--- src/rtl/univ_shift_reg_if.sv ---
// Command/data bundle for the universal shift register.
// The master drives the command and control inputs; the slave returns q/s_out/busy/done.
interface univ_shift_reg_if #(
    parameter int WIDTH = 8,
    parameter int AMT_W = 4
);
    logic             enable;
    logic             set;
    logic             start;
    logic [2:0]       mode;
    logic [AMT_W-1:0] amt;
    logic [WIDTH-1:0] d;
    logic             ser_in_lo;
    logic             ser_in_hi;
    logic [WIDTH-1:0] q;
    logic             s_out;
    logic             busy;
    logic             done;

    modport master (
        output enable, set, start, mode, amt, d, ser_in_lo, ser_in_hi,
        input  q, s_out, busy, done
    );

    modport slave (
        input  enable, set, start, mode, amt, d, ser_in_lo, ser_in_hi,
        output q, s_out, busy, done
    );
endinterface

--- src/rtl/univ_shift_reg.sv ---
// Universal shift register: load/clear/hold in one cycle, shift/rotate/ASR one bit per enabled clock.
// state | meaning
// IDLE  | waiting for start; single-cycle commands complete here
// RUN   | multi-step shift/rotate in progress, cnt_q steps remaining
module univ_shift_reg #(
    parameter int WIDTH = 8,
    parameter int AMT_W = 4
) (
    input logic               clk_i,
    input logic               reset_i,
    univ_shift_reg_if.slave   bus
);
    localparam logic [2:0] MODE_HOLD  = 3'b000;
    localparam logic [2:0] MODE_SHL   = 3'b001;
    localparam logic [2:0] MODE_SHR   = 3'b010;
    localparam logic [2:0] MODE_ROL   = 3'b011;
    localparam logic [2:0] MODE_ROR   = 3'b100;
    localparam logic [2:0] MODE_ASR   = 3'b101;
    localparam logic [2:0] MODE_LOAD  = 3'b110;
    localparam logic [2:0] MODE_CLEAR = 3'b111;

    typedef enum logic {
        IDLE = 1'b0,
        RUN  = 1'b1
    } state_t;

    state_t           state_q;
    logic [AMT_W-1:0] cnt_q;
    logic [2:0]       op_q;
    logic [WIDTH-1:0] q_q;
    logic             s_out_q;
    logic             busy_q;
    logic             done_q;

    logic [WIDTH-1:0] step_q_d;
    logic             step_s_d;

    // One bit-step of the latched operation; serial inputs are sampled fresh every step.
    always_comb begin
        step_q_d = q_q;
        step_s_d = s_out_q;
        case (op_q)
            MODE_SHL: begin
                step_q_d = {q_q[WIDTH-2:0], bus.ser_in_lo};
                step_s_d = q_q[WIDTH-1];
            end
            MODE_SHR: begin
                step_q_d = {bus.ser_in_hi, q_q[WIDTH-1:1]};
                step_s_d = q_q[0];
            end
            MODE_ROL: begin
                step_q_d = {q_q[WIDTH-2:0], q_q[WIDTH-1]};
                step_s_d = q_q[WIDTH-1];
            end
            MODE_ROR: begin
                step_q_d = {q_q[0], q_q[WIDTH-1:1]};
                step_s_d = q_q[0];
            end
            MODE_ASR: begin
                step_q_d = {q_q[WIDTH-1], q_q[WIDTH-1:1]};
                step_s_d = q_q[0];
            end
            default: ;
        endcase
    end

    always_ff @(posedge clk_i) begin
        if (reset_i) begin
            state_q <= IDLE;
            cnt_q   <= '0;
            op_q    <= MODE_HOLD;
            q_q     <= '0;
            s_out_q <= 1'b0;
            busy_q  <= 1'b0;
            done_q  <= 1'b0;
        end else if (bus.set) begin
            state_q <= IDLE;
            cnt_q   <= '0;
            q_q     <= '1;
            s_out_q <= 1'b0;
            busy_q  <= 1'b0;
            done_q  <= 1'b0;
        end else if (!bus.enable) begin
            done_q  <= 1'b0;
        end else begin
            done_q <= 1'b0;
            case (state_q)
                IDLE: begin
                    if (bus.start) begin
                        case (bus.mode)
                            MODE_HOLD:  done_q <= 1'b1;
                            MODE_LOAD: begin
                                q_q    <= bus.d;
                                done_q <= 1'b1;
                            end
                            MODE_CLEAR: begin
                                q_q    <= '0;
                                done_q <= 1'b1;
                            end
                            default: begin
                                if (bus.amt == '0) begin
                                    done_q <= 1'b1;
                                end else begin
                                    op_q    <= bus.mode;
                                    cnt_q   <= bus.amt;
                                    busy_q  <= 1'b1;
                                    state_q <= RUN;
                                end
                            end
                        endcase
                    end
                end
                RUN: begin
                    q_q     <= step_q_d;
                    s_out_q <= step_s_d;
                    cnt_q   <= cnt_q - 1'b1;
                    if (cnt_q == AMT_W'(1)) begin
                        busy_q  <= 1'b0;
                        done_q  <= 1'b1;
                        state_q <= IDLE;
                    end
                end
                default: state_q <= IDLE;
            endcase
        end
    end

    assign bus.q     = q_q;
    assign bus.s_out = s_out_q;
    assign bus.busy  = busy_q;
    assign bus.done  = done_q;
endmodule

--- src/flat_wrapper.sv ---
// flat-port wrapper written by rule: the top's interface ports become plain ports
module univ_shift_reg_flat 
#(
    parameter int WIDTH = 8,
    parameter int AMT_W = 4
)
  (clk_i, reset_i, bus_enable, bus_set, bus_start, bus_mode, bus_amt, bus_d, bus_ser_in_lo, bus_ser_in_hi, bus_q, bus_s_out, bus_busy, bus_done);
  univ_shift_reg_if #(.WIDTH(WIDTH), .AMT_W(AMT_W)) bus_i ();
  input logic clk_i;
  input logic reset_i;
  input wire logic [$bits(bus_i.enable)-1:0] bus_enable;
  input wire logic [$bits(bus_i.set)-1:0] bus_set;
  input wire logic [$bits(bus_i.start)-1:0] bus_start;
  input wire logic [$bits(bus_i.mode)-1:0] bus_mode;
  input wire logic [$bits(bus_i.amt)-1:0] bus_amt;
  input wire logic [$bits(bus_i.d)-1:0] bus_d;
  input wire logic [$bits(bus_i.ser_in_lo)-1:0] bus_ser_in_lo;
  input wire logic [$bits(bus_i.ser_in_hi)-1:0] bus_ser_in_hi;
  output wire logic [$bits(bus_i.q)-1:0] bus_q;
  output wire logic [$bits(bus_i.s_out)-1:0] bus_s_out;
  output wire logic [$bits(bus_i.busy)-1:0] bus_busy;
  output wire logic [$bits(bus_i.done)-1:0] bus_done;
  assign bus_i.enable = bus_enable;
  assign bus_i.set = bus_set;
  assign bus_i.start = bus_start;
  assign bus_i.mode = bus_mode;
  assign bus_i.amt = bus_amt;
  assign bus_i.d = bus_d;
  assign bus_i.ser_in_lo = bus_ser_in_lo;
  assign bus_i.ser_in_hi = bus_ser_in_hi;
  assign bus_q = bus_i.q;
  assign bus_s_out = bus_i.s_out;
  assign bus_busy = bus_i.busy;
  assign bus_done = bus_i.done;
  univ_shift_reg #(.WIDTH(WIDTH), .AMT_W(AMT_W)) u_core (.clk_i(clk_i), .reset_i(reset_i), .bus(bus_i));
endmodule
--- config.mk ---
export PLATFORM = sky130hd
export DESIGN_NAME = univ_shift_reg_flat
export DESIGN_NICKNAME = d
export VERILOG_FILES = /design/src/rtl/univ_shift_reg_if.sv /design/src/rtl/univ_shift_reg.sv /design/src/flat_wrapper.sv
export SDC_FILE = /design/constraint.sdc
export NUM_CORES = 1
export LEC_CHECK = 0
export ABC_AREA = 1
export CORE_UTILIZATION = 40
export CTS_CLUSTER_SIZE = 25
export DETAILED_ROUTE_END_ITERATION = 16
export PLACE_DENSITY = 0.68
export SLEW_MARGIN = 20
export SYNTH_ARGS = -nofsm -noshare
export SYNTH_HDL_FRONTEND = slang
export SYNTH_SLANG_ARGS = --single-unit
--- constraint.sdc ---
create_clock -name clk_i -period 2 [get_ports clk_i]
set_input_delay 0.5 -clock clk_i [delete_from_list [all_inputs] [get_ports clk_i]]
set_output_delay 0.5 -clock clk_i [all_outputs]
set_load 0.02 [all_outputs]
==> results.cfg, run 1 <==
[drt]
wirelength_um = 3198
dr_total_vias = 1393
ant_nets = 0
via_per_inst = 4.888
drt_iter0_drc = 75
drc_errors = 0
dr.pass1.iters = 4
routedWlPerCell_um = 11.22

[finish]
nFillCells = 311
nNetsFinal = 266
antennaDiodeCount = 0
drive_gt1_frac = 0.1079
area_delta_synth_final_pct = 31.59

[placement]
gp_congestion = 0.8252
portBuffers = 32
dp_hpwl_um = 2380

[sta]
rsz0062_at_grt = false
slew_viol_final = 0
worstMarginPinSlew_ns = 0.5086
worst_hold_slack_ns = 0.4794
period_needed_ns = 1.899
finalHoldViolCount = 0
tns_ns = 0
skew_ns = 0.003994
finalSetupViolations = 0
max-slew-margin-rel = 0.6606
max_freq_ghz = 0.5267
finalCritPeriodShare = 0.9493

[clock_tree]
root_buffer = clkbuf_4
clockBufferDepth = 2
cts_made_buffers = 3
cts_setup_buffers = 0
holdBufCountCts = 0
cts_sinks = 19
cts.reportedPaths.clkPinSlew_ns = 0.12
clk_latency_ns = 0.30
h-tree-depth = 1
cts_resized = 0
cts_tree = built

[critical_path]
required_ns = 1.50
critical_path_arrival_ns = 1.40
worst-setup-path-type = reg -> out
start_kind = flop
crit_family = buffers and inverters
path_buf_inv = 1
critical_path_peak_fanout = 5
end_kind = output pin
worstPathCellList = clkdlybuf4s50_1
cp_slowest_cell = clkdlybuf4s50_1
cpPeakStageDelay_ns = 0.64

[synth]
avgSynthCellArea_sq_um = 6.183
synth_nets = 229
netlist_area_sq_mm = 0.001267
synth_top_cell_by_area = dfxtp_1
synth_cell_types = 23
ys_seq_elements = 19
synthCells = 205
synth_area_leaders = dfxtp_1, nand2_1, nor2_1
yosys_warnings = 0
ys_seq_area_frac = 0.3001
synth_top_area_frac = 0.3001

[die]
rows = 20
die_y_um = 58.29
dieArea_sq_mm = 0.003398
design.portCount = 33
die_w_um = 58.29
start_util = 0.4186
coreArea_sq_mm = 0.003028

[grt]
grt_pass1_vias = 1191
grt_pass1_wl_um = 5209
grt_use_total = 0.2014
overflow = 0
antenna_found_initial = 0
grt_max_degree = 24

[status]
outcome = completed

[pwr]
p_per_area_mw_per_mm2 = 530.4
ir_worst_vdd_uv = 385.7
p_leak_nw = 0.7171

[min_path]
min_path_type = reg -> reg

[job]
max_cap_violations = 0
## metrics by stage
stage	worst slack, ns	area [sq um]	instances	power, mW	util
floorplan	0.5144	1267	205	0.5800	-
global placement	0.09023	1642	281	0.6859	0.5421
detailed placement	0.07558	1642	281	0.6869	0.5421
CTS	0.08039	1668	285	0.8974	0.5508
global route	0.02386	1668	285	0.9422	0.5508
finish	0.1014	1668	285	0.8846	0.5508
## placed cells by master, fill, tap and decap left out, types with 2 or more instances in the layout
master | synthesis | routed
a31oi_1 | 7 | 7
clkdlybuf4s50_1 | 0 | 32
nand4_1 | 4 | 4
inv_1 | 23 | 23
nor2_2 | 3 | 3
ha_1 | 2 | 2
o21ai_0 | 13 | 13
nand3_1 | 12 | 12
dfxtp_1 | 19 | 19
a21oi_1 | 16 | 16
nand2_1 | 48 | 48
nor2_1 | 38 | 38
buf_4 | 1 | 6
nand2_2 | 3 | 3
clkbuf_4 | 0 | 3
o21ai_2 | 7 | 7
## final cells by class
| type | count | area (sq um) | area share |
|---|---|---|---|
| Timing Repair Buffer | 38 | 365.4 | 0.2191 |
| Tap cell | 44 | 55.05 | 0.03301 |
| Multi-Input combinational cell | 156 | 750.7 | 0.4501 |
| Sequential cell | 19 | 380.4 | 0.2281 |
| Inverter | 24 | 90.09 | 0.05401 |
| Clock buffer | 4 | 26.28 | 0.01575 |
## cell families (layout without fill, tap and decap cells)
family	Yosys count	count (layout)	synth area share
flip-flops	19	19	0.3001
AND/OR/NAND/NOR	111	111	0.3751
adder cells (fa/ha/maj)	2	2	0.01974
AO/OA/AOI/OAI	43	43	0.1974
buffers and inverters	30	66	0.1076
## layer usage
layer | vias to the layer above | GRT usage | wire (um)
li1 | 736 | - | -
met1 | 624 | 0.2702 | 1593
met2 | 29 | 0.3153 | 1431
met3 | 4 | 0.05714 | 118
met4 | 0 | 0.06122 | 54
met5 | - | 0 | 0
## power breakdown
group          total [mW]  internal [mW]  switching, mW
clock network       0.204         0.0778          0.126
registers           0.427          0.400         0.0266
logic               0.253          0.121          0.132
total               0.885          0.599          0.285
## path summary, 6_finish.rpt
| kind | slack, ns | start | cells past startpoint | end |
|---|---|---|---|---|
| max | 0.10 | u_core.bus.q[0]$_SDFFE_PP0P_ | 1 | bus_q[0] |
| min | 0.48 | u_core.bus.busy$_SDFFE_PP0P_ | 2 | u_core.bus.busy$_SDFFE_PP0P_ |
| max reg2reg | 0.46 | u_core.state_q$_SDFFE_PP0P_ | 7 | u_core.bus.q[1]$_SDFFE_PP0P_ |
| min reg2reg | 0.48 | u_core.bus.busy$_SDFFE_PP0P_ | 2 | u_core.bus.busy$_SDFFE_PP0P_ |
## registers in the layout, indices dropped and copies added (netlist names)
name and cells:
u_core.op_q 3, u_core.bus.q 8, u_core.cnt_q 4, u_core.bus.s_out 1, u_core.bus.busy 1, u_core.state_q 1, u_core.bus.done 1
## Yosys cell counts (all sizes together)
cell type and number:
dfxtp 19, nand4 4, buf 5, nand3 13
ha 2, a21oi 16, o21ai 20, a31oi 7
nor2 42, and2 1, nand2 51, inv 24
clkbuf 1
No activity file was read; power rests on OpenSTA's default activity.
==> inputs of run 2 (changes only) <==
- RECOVER_POWER: default -> 50
==> results.cfg, run 2 (synthesized netlist as in run 1, its figures left out) <==
[finish]
mostFrequentLayoutCell = nand2_1
drive_gt1_frac = 0.09544
utilization = 0.5463
final_cell_mix = nand2_1, nor2_1, clkdlybuf4s50_1
finalNonFillerCells = 285
nNetsFinal = 266
antennaDiodeCount = 0
area_delta_synth_final_pct = 30.50
largest_reg_flops = 8

[clock_tree]
cts_sinks = 19
clk_latency_ns = 0.30
cts_made_buffers = 3
clockBufferDepth = 2
cts_resized = 0
h-tree-depth = 1
root_buffer = clkbuf_4
cts_tree = built
holdBufCountCts = 0
cts_setup_buffers = 0
cts.reportedPaths.clkPinSlew_ns = 0.12

[sta]
worst_hold_slack_ns = 0.4759
finalSetupViolations = 0
max_freq_ghz = 0.5253
worstMarginPinSlew_ns = 0.5184
skew_ns = 0.003361
finalCritPeriodShare = 0.9519
slew_viol_final = 0
max-slew-margin-rel = 0.6540
finalHoldViolCount = 0
rsz0062_at_grt = false
period_needed_ns = 1.904
tns_ns = 0

[critical_path]
crit_family = buffers and inverters
cpPeakStageDelay_ns = 0.64
path_buf_inv = 1
cp_num_cells = 1
reg2reg_slack_ns = 0.35
end_kind = output pin
start_kind = flop
worstPathCellList = clkdlybuf4s50_1
cp_slowest_cell = clkdlybuf4s50_1
critical_path_peak_fanout = 5
worst-setup-path-type = reg -> out
timing.rr.start = u_core.state_q$_SDFFE_PP0P_
critical_path_arrival_ns = 1.40
required_ns = 1.50
r2r_cells = 7
timing.rr.end = u_core.bus.q[1]$_SDFFE_PP0P_

[min_path]
min_path_type = reg -> reg
hold_end = u_core.bus.busy$_SDFFE_PP0P_
worstHoldPathCells = 2
hold_path_startpoint = u_core.bus.busy$_SDFFE_PP0P_

[drt]
drt_iter0_drc = 50
dr.pass1.iters = 4
wirelength_um = 3220
ant_nets = 0
dr_total_vias = 1398
drc_errors = 0
via_per_inst = 4.905
routedWlPerCell_um = 11.30

[die]
die_w_um = 58.29
coreArea_sq_mm = 0.003028
dieArea_sq_mm = 0.003398
design.portCount = 33
die_y_um = 58.29
rows = 20
start_util = 0.4186

[pwr]
clockPowerShare = 0.233
p_int_mw = 0.5951
p_leak_nw = 0.7041
comb_power_share = 0.282
ir_worst_vdd_uv = 386.0
p_switching_mw = 0.2862
swShare = 0.3248
finalPower_mw = 0.8814
pwr-share-seq = 0.485
p_per_area_mw_per_mm2 = 532.8

[status]
outcome = completed

[grt]
grt_pass1_vias = 1191
grt_max_degree = 24
antenna_found_initial = 0
overflow = 0
grt_use_total = 0.2014
grt_pass1_wl_um = 5209

[placement]
dp_cells = 281
gp_congestion = 0.8252
portBuffers = 32
dp_hpwl_um = 2380

[job]
max_cap_violations = 0
-- run 2: changes by cell type in the layout (fill, tap and decap cells not counted) --
cell	before	now
and2_2	0	1
dlygate4sd3_1	0	2
buf_4	6	4
nand3_2	1	0
clkbuf_1	1	3
clkdlybuf4s50_1	32	30
nand3_1	12	13
and2_4	1	0
-- run 2: how the worst max path moves through the flow --
stage	to	slack (ns)	startpoint
after floorplan	u_core.bus.q[4]$_SDFFE_PP0P_	0.51	bus_set
after global placement	u_core.bus.q[7]$_SDFFE_PP0P_	0.09	bus_mode[2]
after detailed placement	u_core.bus.q[4]$_SDFFE_PP0P_	0.08	bus_mode[2]
after CTS	bus_q[0]	0.08	u_core.bus.q[0]$_SDFFE_PP0P_
after global routing	bus_q[0]	0.02	u_core.bus.q[0]$_SDFFE_PP0P_
final	bus_q[0]	0.1	u_core.bus.q[0]$_SDFFE_PP0P_
-- run 2: area by class of cell --
| cell class | instances | area (sq um) |
|---|---|---|
| Fill cell | 317 | 1374 |
| Timing Repair Buffer | 38 | 357.8 |
| Tap cell | 44 | 55.05 |
| Multi-Input combinational cell | 156 | 744.5 |
| Sequential cell | 19 | 380.4 |
| Clock buffer | 4 | 26.28 |
| Inverter | 24 | 90.09 |
-- run 2: layer usage --
layer / part of all wire / vias to the layer above / wire length, um / GRT usage
li1: - / 737 / - / -
met1: 0.50 / 629 / 1621 / 0.2702
met2: 0.45 / 28 / 1437 / 0.3153
met3: 0.033 / 4 / 106 / 0.05714
met4: 0.017 / 0 / 54 / 0.06122
met5: 0 / - / 0 / 0
-- run 2: power groups by stage --
stage | sequential [mW] | combinational [mW] | clock, mW
floorplan | 0.449 | 0.131 | 0
global placement | 0.435 | 0.251 | 0
detailed placement | 0.435 | 0.252 | 0
CTS | 0.427 | 0.254 | 0.217
global route | 0.431 | 0.275 | 0.232
finish | 0.427 | 0.249 | 0.205
-- run 2: through the flow --
stage | setup WS, ns | instance area (sq um)
after CTS | 0.08039 | 1668
final | 0.09619 | 1654
after global placement | 0.09023 | 1642
after global routing | 0.02386 | 1654
after floorplan | 0.5144 | 1267
after detailed placement | 0.07558 | 1642
